### src/rtl/config_arbiter.sv
// config_arbiter
// Three requesters share one configuration bus. A round-robin arbiter picks
// one pending request, checks that its address targets a known peripheral
// (top bits 01 = UART, 10 = VGA) and drives it onto the bus until the bus
// accepts it or a timeout expires. The requester then gets a one-cycle
// done pulse, with an error flag if the address was illegal or the bus
// never accepted.
//
// Ports
//   clk        single clock
//   rst        asynchronous active-low reset
//   req_valid  per-requester write request (bit i = requester i)
//   req_addr   packed addresses, requester i at [i*WIDTH_CONFIG_ADDR +: WIDTH_CONFIG_ADDR]
//   req_data   packed data, same packing
//   req_done   one-cycle completion pulse per requester
//   req_err    error flag, meaningful only together with req_done
//   c_addr     configuration bus address (0 while c_valid is low)
//   c_data     configuration bus data    (0 while c_valid is low)
//   c_valid    configuration bus valid
//   c_ready    configuration bus accepting
//   busy       high whenever the FSM is not idle
//   dbg_state  current FSM state (0 IDLE, 1 BUS, 2 DONE)
//
// Handshake: a bus transfer happens in the cycle where c_valid and c_ready
// are both high. c_valid, c_addr and c_data stay constant from the first
// BUS cycle until that cycle (or the timeout cycle); c_ready is never
// required to be stable. Requesters hold req_valid/addr/data until their
// req_done; the latched copy is used, so later input changes are ignored.
module config_arbiter #(
  parameter int WIDTH_CONFIG_ADDR = 4,
  parameter int WIDTH_CONFIG_DATA = 8,
  parameter int TIMEOUT           = 16
) (
  input  logic                           clk,
  input  logic                           rst,
  input  logic [2:0]                     req_valid,
  input  logic [3*WIDTH_CONFIG_ADDR-1:0] req_addr,
  input  logic [3*WIDTH_CONFIG_DATA-1:0] req_data,
  output logic [2:0]                     req_done,
  output logic [2:0]                     req_err,
  output logic [WIDTH_CONFIG_ADDR-1:0]   c_addr,
  output logic [WIDTH_CONFIG_DATA-1:0]   c_data,
  output logic                           c_valid,
  input  logic                           c_ready,
  output logic                           busy,
  output logic [1:0]                     dbg_state
);

  localparam int WA = WIDTH_CONFIG_ADDR;
  localparam int WD = WIDTH_CONFIG_DATA;
  localparam logic [7:0] CNT_LAST = 8'(TIMEOUT - 1);

  typedef enum logic [1:0] {
    IDLE = 2'd0,
    BUS  = 2'd1,
    DONE = 2'd2
  } state_t;

  state_t          state_q, state_d;
  logic [1:0]      grant_q, grant_d;
  logic [1:0]      last_grant_q, last_grant_d;
  logic [7:0]      cnt_q, cnt_d;
  logic [WA-1:0]   c_addr_q, c_addr_d;
  logic [WD-1:0]   c_data_q, c_data_d;
  logic            c_valid_q, c_valid_d;
  logic [2:0]      req_done_q, req_done_d;
  logic [2:0]      req_err_q, req_err_d;
  logic            busy_q, busy_d;

  // Arbitration helpers
  logic [1:0]      p0, p1, p2;
  logic [1:0]      win;
  logic [WA-1:0]   sel_addr;
  logic [WD-1:0]   sel_data;
  logic            sel_legal;

  always_comb begin
    // Priority order starts just after the last served requester.
    p0 = 2'd0;
    p1 = 2'd1;
    p2 = 2'd2;
    case (last_grant_q)
      2'd0: begin p0 = 2'd1; p1 = 2'd2; p2 = 2'd0; end
      2'd1: begin p0 = 2'd2; p1 = 2'd0; p2 = 2'd1; end
      default: begin p0 = 2'd0; p1 = 2'd1; p2 = 2'd2; end
    endcase

    if (req_valid[p0])      win = p0;
    else if (req_valid[p1]) win = p1;
    else                    win = p2;

    case (win)
      2'd1: begin
        sel_addr = req_addr[WA +: WA];
        sel_data = req_data[WD +: WD];
      end
      2'd2: begin
        sel_addr = req_addr[2*WA +: WA];
        sel_data = req_data[2*WD +: WD];
      end
      default: begin
        sel_addr = req_addr[0 +: WA];
        sel_data = req_data[0 +: WD];
      end
    endcase

    sel_legal = (sel_addr[WA-1:WA-2] == 2'b01) || (sel_addr[WA-1:WA-2] == 2'b10);
  end

  always_comb begin
    state_d      = state_q;
    grant_d      = grant_q;
    last_grant_d = last_grant_q;
    cnt_d        = cnt_q;
    c_addr_d     = c_addr_q;
    c_data_d     = c_data_q;
    c_valid_d    = c_valid_q;
    req_done_d   = 3'b000;
    req_err_d    = 3'b000;

    case (state_q)
      IDLE: begin
        if (|req_valid) begin
          grant_d = win;
          cnt_d   = 8'd0;
          if (sel_legal) begin
            state_d   = BUS;
            c_valid_d = 1'b1;
            c_addr_d  = sel_addr;
            c_data_d  = sel_data;
          end else begin
            // Unknown peripheral: report the error without touching the bus.
            state_d    = DONE;
            req_done_d = 3'b001 << win;
            req_err_d  = 3'b001 << win;
          end
        end
      end

      BUS: begin
        if (c_ready) begin
          // Acceptance wins even in the timeout cycle.
          state_d    = DONE;
          c_valid_d  = 1'b0;
          c_addr_d   = '0;
          c_data_d   = '0;
          req_done_d = 3'b001 << grant_q;
        end else if (cnt_q == CNT_LAST) begin
          state_d    = DONE;
          c_valid_d  = 1'b0;
          c_addr_d   = '0;
          c_data_d   = '0;
          req_done_d = 3'b001 << grant_q;
          req_err_d  = 3'b001 << grant_q;
        end else begin
          cnt_d = cnt_q + 8'd1;
        end
      end

      DONE: begin
        state_d      = IDLE;
        last_grant_d = grant_q;
        cnt_d        = 8'd0;
      end

      default: begin
        state_d   = IDLE;
        c_valid_d = 1'b0;
        c_addr_d  = '0;
        c_data_d  = '0;
        cnt_d     = 8'd0;
      end
    endcase

    busy_d = (state_d != IDLE);
  end

  always_ff @(posedge clk or negedge rst) begin
    if (!rst) begin
      state_q      <= IDLE;
      grant_q      <= 2'd0;
      last_grant_q <= 2'd2;
      cnt_q        <= 8'd0;
      c_addr_q     <= '0;
      c_data_q     <= '0;
      c_valid_q    <= 1'b0;
      req_done_q   <= 3'b000;
      req_err_q    <= 3'b000;
      busy_q       <= 1'b0;
    end else begin
      state_q      <= state_d;
      grant_q      <= grant_d;
      last_grant_q <= last_grant_d;
      cnt_q        <= cnt_d;
      c_addr_q     <= c_addr_d;
      c_data_q     <= c_data_d;
      c_valid_q    <= c_valid_d;
      req_done_q   <= req_done_d;
      req_err_q    <= req_err_d;
      busy_q       <= busy_d;
    end
  end

  assign c_addr    = c_addr_q;
  assign c_data    = c_data_q;
  assign c_valid   = c_valid_q;
  assign req_done  = req_done_q;
  assign req_err   = req_err_q;
  assign busy      = busy_q;
  assign dbg_state = state_q;

endmodule

### config.mk
export PLATFORM = sky130hd
export DESIGN_NAME = config_arbiter
export DESIGN_NICKNAME = d
export VERILOG_FILES = /design/src/rtl/config_arbiter.sv
export SDC_FILE = /design/constraint.sdc
export NUM_CORES = 1
export LEC_CHECK = 0
export ABC_AREA = 0
export BUFFER_PORTS_ARGS = -buffer_cell sky130_fd_sc_hd__buf_2
export CAP_MARGIN = 30
export CORE_ASPECT_RATIO = 1.4
export CORE_MARGIN = 4
export CORE_UTILIZATION = 50
export CTS_CLUSTER_DIAMETER = 40
export DETAILED_ROUTE_END_ITERATION = 10
export PLACE_DENSITY_LB_ADDON = 0.15
export SLEW_MARGIN = 20
export SYNTH_ARGS = -nofsm -noshare
export SYNTH_HDL_FRONTEND = slang
export SYNTH_SLANG_ARGS = --single-unit
### constraint.sdc
create_clock -name clk -period 5.3 [get_ports clk]
set_clock_uncertainty 0.1 [all_clocks]
set_input_delay 1.06 -clock clk [delete_from_list [all_inputs] [get_ports clk]]
set_output_delay 1.06 -clock clk [all_outputs]
set_load 0.03 [all_outputs]
==> flow_metrics.tcl, run 1 <==
set metrics [dict create \
    viasPerCell 5.73 \
    rr_worst_depth 9 \
    post_cts_resized 0 \
    postCtsSetupRepairBufs 0 \
    fin_crit_ps 3670 \
    diodes 0 \
    synth_area_per_cell_um2 9.76 \
    grt_use_total 0.193 \
    synth.top_cells.by_area "dfrtp_1 47%, o21ai_0 7.1%, o2bb2ai_1 5.0%" \
    post-route-drc-count 0 \
    leakage_nw 1.07 \
    overflow 0 \
    clock_sinks 34 \
    nFillCells 300 \
    rows 25 \
    rsz0062_at_grt "no" \
    hpwl_mm 3.15 \
    grt_max_degree 35 \
    tightest_slew_ps 740 \
    final_cells 282 \
    area_growth_pct 22.9 \
    globalplace.congestion 0.793 \
    post-place-ws_ps 1390 \
    clk_latency_ps 280 \
    fin_crit_sh 0.693 \
    drive_gt1_frac 0.326 \
    dieArea_mm2 0.00456 \
    drt-pass1-iter-count 4 \
    syn_inst 181 \
    cts_tree "built" \
    fmax_ghz 0.272 \
    root_buffer "clkbuf_8" \
    drtIter0Drc 54 \
    syn-cell-area_mm2 0.00177 \
    utilization 0.643 \
    path_max_fanout 25 \
    final_max_slew_viol_count 0 \
    antenna_left 0 \
    ys_types 39 \
    clk_path_buf_depth 2 \
    critPathKind "input port to flip-flop" \
    wirelength_mm 4.16 \
    die_h_um 78.3 \
    placedCellCount 274 \
    portBuffers 63 \
    clkSlewWorstSetupHoldPaths_ps 70 \
    hold_viol_final 0 \
    ys_warn_count 0 \
    grt_pass1_vias 1476 \
    hold_path_end "c_data[5]" \
    start_kind "input port" \
    grt_pass1_wl_mm 6.71 \
    setup_ws_ps 1630 \
    ios 64 \
    end_kind "flip-flop" \
    r2r-start "last_grant_q[1]" \
    required_ps 5370 \
    antenna_found_initial 0 \
    htreeDepth 2 \
    min_path_type "flip-flop to flip-flop" \
    setup_viol 0 \
    arrival_ps 3740 \
    vdd_drop_max_mv 0.426 \
    wl_per_cell_um 14.8 \
    synth-seq-cells 34 \
    reg2reg_slack_ps 2050 \
    layout.nets 287 \
    tns_ps 0 \
    vias 1617 \
    ctsHoldBuffers 0 \
    numCtsBuffers 5 \
    status "completed" \
    synth.most_common_cell "dfrtp_1" \
    r2r_end "c_addr[2]" \
    synth.net_count 227 \
    yosysTopAreaCell "dfrtp_1" \
    ys_seq_area_frac 0.482 \
    hold_slack_ps 389 \
    start_util 0.523 \
    die_w_um 58.2 \
    core_area_mm2 0.00338 \
    cellPowerDensity_mw_per_mm2 618 \
    relSlewSlack 0.507 \
    ys.flop_type "dfrtp_1" \
    hold_start "c_data[5]" \
    async_flop_share 1.00 \
    min_path_cells 1 \
    yosys-top-cells-count "33 x dfrtp_1, 25 x o21ai_0, 21 x nand2_1" \
    synth_top_area_share 0.467 \
    synth-edff-count 0 \
    drv_cap 0 \
]
-- power by group --
group	leakage [nW]	switching, mW	internal [mW]
Clock	0.0482	0.0876	0.105
Sequential	0.446	0.0553	0.348
Combinational	0.576	0.487	0.261
Total	1.07	0.630	0.713
-- metrics by stage --
step                instance area, µm²  total power, mW
finish                            2170             1.34
detailed placement                2080             1.15
global route                      2170             1.46
floorplan                         1770             1.01
CTS                               2170             1.35
global placement                  2080             1.14
-- flip-flops by register name, indices dropped and copies added, names as in the netlist --
| signal | cells |
|---|---|
| dbg_state | 2 |
| c_data | 8 |
| cnt_q | 8 |
| req_err | 3 |
| busy | 1 |
| c_valid | 1 |
| req_done | 3 |
| c_addr | 4 |
| grant_q | 2 |
| last_grant_q | 2 |
-- worst max path at each step --
| stage | from | to | slack [ps] | cells past startpoint |
|---|---|---|---|---|
| after floorplan | req_valid[0] | c_addr[0] | 2280 | 11 |
| after global placement | req_valid[0] | c_addr[2] | 1450 | 10 |
| after detailed placement | req_valid[0] | c_addr[2] | 1390 | 10 |
| after CTS | req_valid[0] | c_addr[2] | 1640 | 10 |
| after global routing | req_valid[0] | c_addr[2] | 1440 | 10 |
| final | req_valid[0] | c_addr[2] | 1630 | 10 |
-- worst max-delay path, stage by stage --
cell       delay (ps)
buf_2             110
nor2_1            100
mux2i_1            80
o22a_1            250
ha_1              780
nor2_1            140
a31o_2            280
xnor2_2           230
o2111ai_2         360
a32o_1            350
-- final cells by class --
class,count,area (µm²),share of cell area
tap,40,50.0,0.0230
clock inverter,1,5.00,0.00230
multi-input combinational,134,852,0.392
inverter,3,11.3,0.00518
timing repair buffer,63,315,0.145
clock buffer,7,86.3,0.0397
sequential,34,852,0.392
-- routing by layer --
| metal | wire [µm] | vias up | track usage |
|---|---|---|---|
| li1 | - | 783 | - |
| met1 | 1690 | 764 | 0.236 |
| met2 | 1980 | 62 | 0.308 |
| met3 | 383 | 8 | 0.0592 |
| met4 | 104 | 0 | 0.0905 |
| met5 | 0 | - | 0 |
-- cells by family (layout without fill, tap and decap cells) --
| family | Yosys count | in the layout | share of synthesized area |
|---|---|---|---|
| multiplexers | 3 | 3 | 0.0184 |
| XOR/XNOR | 4 | 4 | 0.0241 |
| buffers and inverters | 13 | 74 | 0.0354 |
| AND/OR/NAND/NOR | 57 | 57 | 0.154 |
| adder cells (fa/ha/maj) | 4 | 4 | 0.0283 |
| flip-flops | 34 | 34 | 0.482 |
| AO/OA/AOI/OAI | 66 | 66 | 0.257 |
-- layout by cell type, fill, tap and decap left out, types with 3 or more instances in the layout --
master and instances:
a22oi_1 11, nand2b_1 6, o21ai_0 25, dfrtp_1 33, o2bb2ai_1 10, a21oi_1 6, clkbuf_8 6, nand2_1 21
buf_2 63, inv_1 3, nand3_1 7, ha_1 4, nor2_1 12
(Power assumes the default switching activity.)
==> inputs of run 2 (changes only) <==
- ABC_AREA: 0 -> 1
- CORE_UTILIZATION: 50 -> 45
- clock period: 5.3 -> 3.3 ns (I/O delays scaled with it)
==> flow_metrics.tcl, run 2 <==
set metrics [dict create \
    status "completed" \
    layout.nets 372 \
    start_util 0.477 \
    vias 1825 \
    numCtsBuffers 5 \
    relSlewSlack 0.486 \
    portBuffers 63 \
    end_kind "flip-flop" \
    critPathKind "flip-flop to flip-flop" \
    setup_viol 0 \
    start_kind "flip-flop" \
    post-route-drc-count 0 \
    leakage_nw 1.39 \
    tightest_slew_ps 772 \
    clk_latency_ps 290 \
    grtUsageMet1 0.203 \
    grt.busiest_layer "met2" \
    overflow 0 \
    clkSlewWorstSetupHoldPaths_ps 70 \
    drtIter0Drc 90 \
    root_buffer "clkbuf_8" \
    ctsHoldBuffers 0 \
    die_h_um 85.6 \
    clock_sinks 34 \
    final_cell_mix "112 x nand2_1, 63 x buf_2, 33 x dfrtp_1" \
    utilization 0.588 \
    cts_tree "built" \
    async_flop_share 1.00 \
    hold_viol_final 0 \
    dieArea_mm2 0.00543 \
    antenna_found_initial 0 \
    rows 27 \
    use_met3 0.0446 \
    synth-seq-cells 34 \
    path_buf_inv 5 \
    die_w_um 63.4 \
    syn-cell-area_mm2 0.00193 \
    critPathTopFamily "buffers and inverters" \
    critPathMaxStageDelay_ps 560 \
    drive_gt1_frac 0.294 \
    synth.most_common_cell "nand2_1" \
    yosysTopAreaCell "dfrtp_1" \
    fin_crit_ps 2940 \
    hpwl_mm 3.28 \
    fmax_ghz 0.340 \
    synth_top_area_share 0.427 \
    clk_path_buf_depth 2 \
    synth.net_count 305 \
    grt_use_total 0.172 \
    vdd_drop_max_mv 0.587 \
    area_growth_pct 23.2 \
    wl_per_cell_um 11.8 \
    min_path_type "input port to async pin" \
    yosys-top-cells-count "112 x nand2_1, 33 x dfrtp_1, 24 x nand3_1" \
    drt-pass1-iter-count 4 \
    viasPerCell 4.93 \
    antenna_left 0 \
    synth-edff-count 0 \
    rsz0062_at_grt "no" \
    arrival_ps 3070 \
    cellPowerDensity_mw_per_mm2 948 \
    critical_path.slowest_cell "dfstp_2" \
    required_ps 3420 \
    crit_path_cell_trace "inv_1 > nand3_1 > nand3_1 > o21ai_0 > inv_1 > ha_1 > buf_4 > nand3_1 > nand2_1 > inv_1 > nand2_1 > nand2_1 > inv_1 > nand3_1 > nand2_1" \
    syn_inst 259 \
    diodes 0 \
    ys_seq_area_frac 0.440 \
    grt_pass1_vias 1767 \
    path_max_fanout 11 \
    ys.flop_type "dfrtp_1" \
    grt_use_met2 0.298 \
    ios 64 \
    wirelength_mm 4.38 \
    nFillCells 405 \
    post_cts_resized 0 \
    grt_pass1_wl_mm 7.49 \
    final_max_slew_viol_count 0 \
    final_common_cell "nand2_1" \
    htreeDepth 2 \
    globalplace.congestion 0.791 \
    ys_warn_count 0 \
    tns_ps 0 \
    core_area_mm2 0.00405 \
    synth.top_cells.by_area "dfrtp_1 43%, nand2_1 22%, nand3_1 6.2%" \
    drv_cap 0 \
    grt_max_degree 35 \
    synth_area_per_cell_um2 7.47 \
    fin_crit_sh 0.891 \
    postCtsSetupRepairBufs 0 \
    ys_types 27 \
]
[run 2: changes by cell type in the layout (fill, tap and decap cells not counted), sizes merged, moves of 10 or more]
cell	delta
nand3	+17
a22oi	-10
nand2	+92
o2bb2ai	-10
o21ai	-11
inv	+18
[run 2: cell families after synthesis]
family	Yosys count	synth area share
AND/OR/NAND/NOR	164	0.359
flip-flops	34	0.440
buffers and inverters	28	0.0621
AO/OA/AOI/OAI	18	0.0498
multiplexers	10	0.0582
adder cells (fa/ha/maj)	4	0.0259
XOR/XNOR	1	0.00453
[run 2: layout make-up]
cell class / instances / area [µm²] / share of cell area
multi-input combinational: 197 / 962 / 0.404
sequential: 34 / 852 / 0.357
timing repair buffer: 67 / 345 / 0.145
clock buffer: 7 / 86.3 / 0.0362
inverter: 21 / 78.8 / 0.0331
tap: 43 / 53.8 / 0.0226
clock inverter: 1 / 5.00 / 0.00210
[run 2: path summary, 6_finish.rpt]
kind / slack (ps) / from / cells past startpoint / end
max: 360 / last_grant_q[1] / 15 / c_data[4]
min: 350 / rst / 1 / grant_q[1]
max reg2reg: 360 / last_grant_q[1] / 15 / c_data[4]
min reg2reg: 370 / c_addr[1] / 2 / c_addr[1]
max in group asynchronous: 2270 / rst / 1 / c_data[4]
min in group clk: 370 / c_addr[1] / 2 / c_addr[1]
[run 2: power by group]
group          total (mW)  switching, mW  leakage, nW  internal [mW]
sequential          0.620         0.0747        0.450          0.545
clock               0.317          0.149       0.0482          0.168
combinational        1.32          0.866        0.889          0.456
total                2.26           1.09         1.39           1.17
[run 2: worst register-to-register path: stages, from the launching register on]
cell,delay [ps]
dfstp_2,560
inv_1,70
nand3_1,80
nand3_1,90
o21ai_0,350
inv_1,120
ha_1,350
buf_4,210
nand3_1,100
nand2_1,120
inv_1,80
nand2_1,60
nand2_1,90
inv_1,290
nand3_1,130
nand2_1,90
[run 2: metal layers]
layer  up-vias  part of all wire
met1       796              0.44
met5         -                 0
met2        63              0.46
met3         7             0.080
li1        959                 -
met4         0             0.016
[run 2: per-stage QoR]
stage	cell area (µm²)	cells	hold WS, ps	total power [mW]	setup WS (ps)
after floorplan	1930	259	264	1.67	706
final	2380	370	348	2.26	359
after global routing	2380	370	400	2.47	0.989
after CTS	2380	369	371	2.28	318
after global placement	2280	361	351	1.93	313
after detailed placement	2280	361	354	1.95	204
==> inputs of run 3 (changes only) <==
- ABC_AREA: 1 -> default
- CORE_UTILIZATION: 45 -> 44
==> flow_metrics.tcl, run 3 (synthesis results as in run 1) <==
set metrics [dict create \
    status "completed" \
    utilization 0.561 \
    diodes 0 \
    end_kind "flip-flop" \
    rows 27 \
    fin_crit_sh 0.818 \
    overflow 0 \
    power.net_switching_mw 1.02 \
    globalplace.congestion 0.767 \
    drive_gt1_frac 0.333 \
    cts_tree "built" \
    grt_max_degree 35 \
    internal_power_mw 1.16 \
    dr_wl_met2_mm 2.10 \
    final_cell_mix "63 x buf_2, 33 x dfrtp_1, 25 x o21ai_0" \
    start_kind "input port" \
    rsz0062_at_grt "no" \
    ctsHoldBuffers 0 \
    setup_viol 0 \
    drtIter0Drc 60 \
    grt_pass1_vias 1567 \
    post_cts_resized 0 \
    viasPerCell 5.48 \
    grt_pass1_wl_mm 7.09 \
    top_layer_used "met4" \
    wirelength_mm 4.30 \
    tns_ps 0 \
    clock_sinks 34 \
    root_buffer "clkbuf_8" \
    start_util 0.451 \
    die_w_um 61.6 \
    dieArea_mm2 0.00511 \
    pwr-share-clk 0.129 \
    path_max_fanout 11 \
    hpwl_mm 3.18 \
    critical_path.slowest_cell "ha_1" \
    wl_per_cell_um 14.9 \
    area_growth_pct 24.4 \
    wl_met1_mm 1.84 \
    hold_slack_ps 339 \
    power.share.sequential 0.295 \
    clkSlewWorstSetupHoldPaths_ps 70 \
    critPathTopFamily "compound AO/OA/AOI/OAI gates" \
    nFillCells 370 \
    numCtsBuffers 5 \
    critPathKind "input port to flip-flop" \
    relSlewSlack 0.497 \
    die_h_um 83.0 \
    vias 1584 \
    core_area_mm2 0.00392 \
    required_ps 3390 \
    min_path_type "input port to async pin" \
    routed-wl-met3_um 310 \
    fmax_ghz 0.370 \
    cellPowerDensity_mw_per_mm2 990 \
    layout.nets 292 \
    arrival_ps 2790 \
    antenna_left 0 \
    crit_path_cell_trace "buf_2 > nand2b_1 > o22ai_1 > inv_1 > ha_1 > nor2_1 > a31o_2 > xnor2_2 > nand2_1 > o2bb2ai_1" \
    power_frac_comb 0.576 \
    path_buf_inv 2 \
    clk_latency_ps 280 \
    tightest_slew_ps 752 \
    final_max_slew_viol_count 0 \
    clk_path_buf_depth 2 \
    power_mw 2.18 \
    critPathMaxStageDelay_ps 420 \
    postCtsSetupRepairBufs 0 \
    fin_crit_ps 2700 \
    grt_use_total 0.179 \
    hold_viol_final 0 \
    ios 64 \
    htreeDepth 2 \
    post-route-drc-count 0 \
    antenna_found_initial 0 \
    sw_frac_of_total 0.467 \
    portBuffers 63 \
    vdd_drop_max_mv 0.495 \
    drt-pass1-iter-count 4 \
    drv_cap 0 \
    leakage_nw 1.09 \
    final_common_cell "buf_2" \
]
[run 3: worst paths after layout]
path                                       from   endpoint  slack [ps]  cells past startpoint
worst max-delay path               req_valid[0]  c_data[2]         600                     10
worst min-delay path                        rst       busy         340                      1
worst max register to register  last_grant_q[1]  c_data[2]         610                      9
worst min register to register        c_data[7]  c_data[7]         380                      1
max in group asynchronous                   rst  c_data[7]        2290                      1
min in group clk                      c_data[7]  c_data[7]         380                      1
[run 3: per-stage QoR]
stage	cells	setup slack [ps]	area, µm²
after global placement	282	384	2120
final	289	599	2200
after detailed placement	282	334	2120
after floorplan	181	683	1770
after CTS	289	619	2200
after global routing	289	443	2200
[run 3: worst register-to-register path: stages, from the launching register on]
cell and delay [ps]:
dfstp_2 550, nand2b_1 80, o22ai_1 190, inv_1 100, ha_1 420, nor2_1 100
a31o_2 260, xnor2_2 230, nand2_1 290, o2bb2ai_1 270
[run 3: final cells by class]
type                    instances  area, µm²  area share
well taps                      43       53.8      0.0245
flip-flops and latches         34        852       0.388
repair buffers                 68        353       0.161
inverters                       3       11.3     0.00512
multi-input cells             134        852       0.388
clock buffers                   7       76.3      0.0347
[run 3: power groups by stage]
stage	Combinational [mW]	Sequential (mW)	Clock (mW)
2_1_floorplan	0.793	0.821	0
3_3_place_gp	1.24	0.653	0
3_5_place_dp	1.25	0.650	0
4_1_cts	1.26	0.643	0.294
5_1_grt	1.40	0.663	0.312
6_report	1.25	0.642	0.280
[run 3: per-layer routing]
layer	up-vias	track usage
met5	-	0
met4	0	0.0521
met3	6	0.0498
met2	48	0.294
met1	739	0.224
li1	791	-
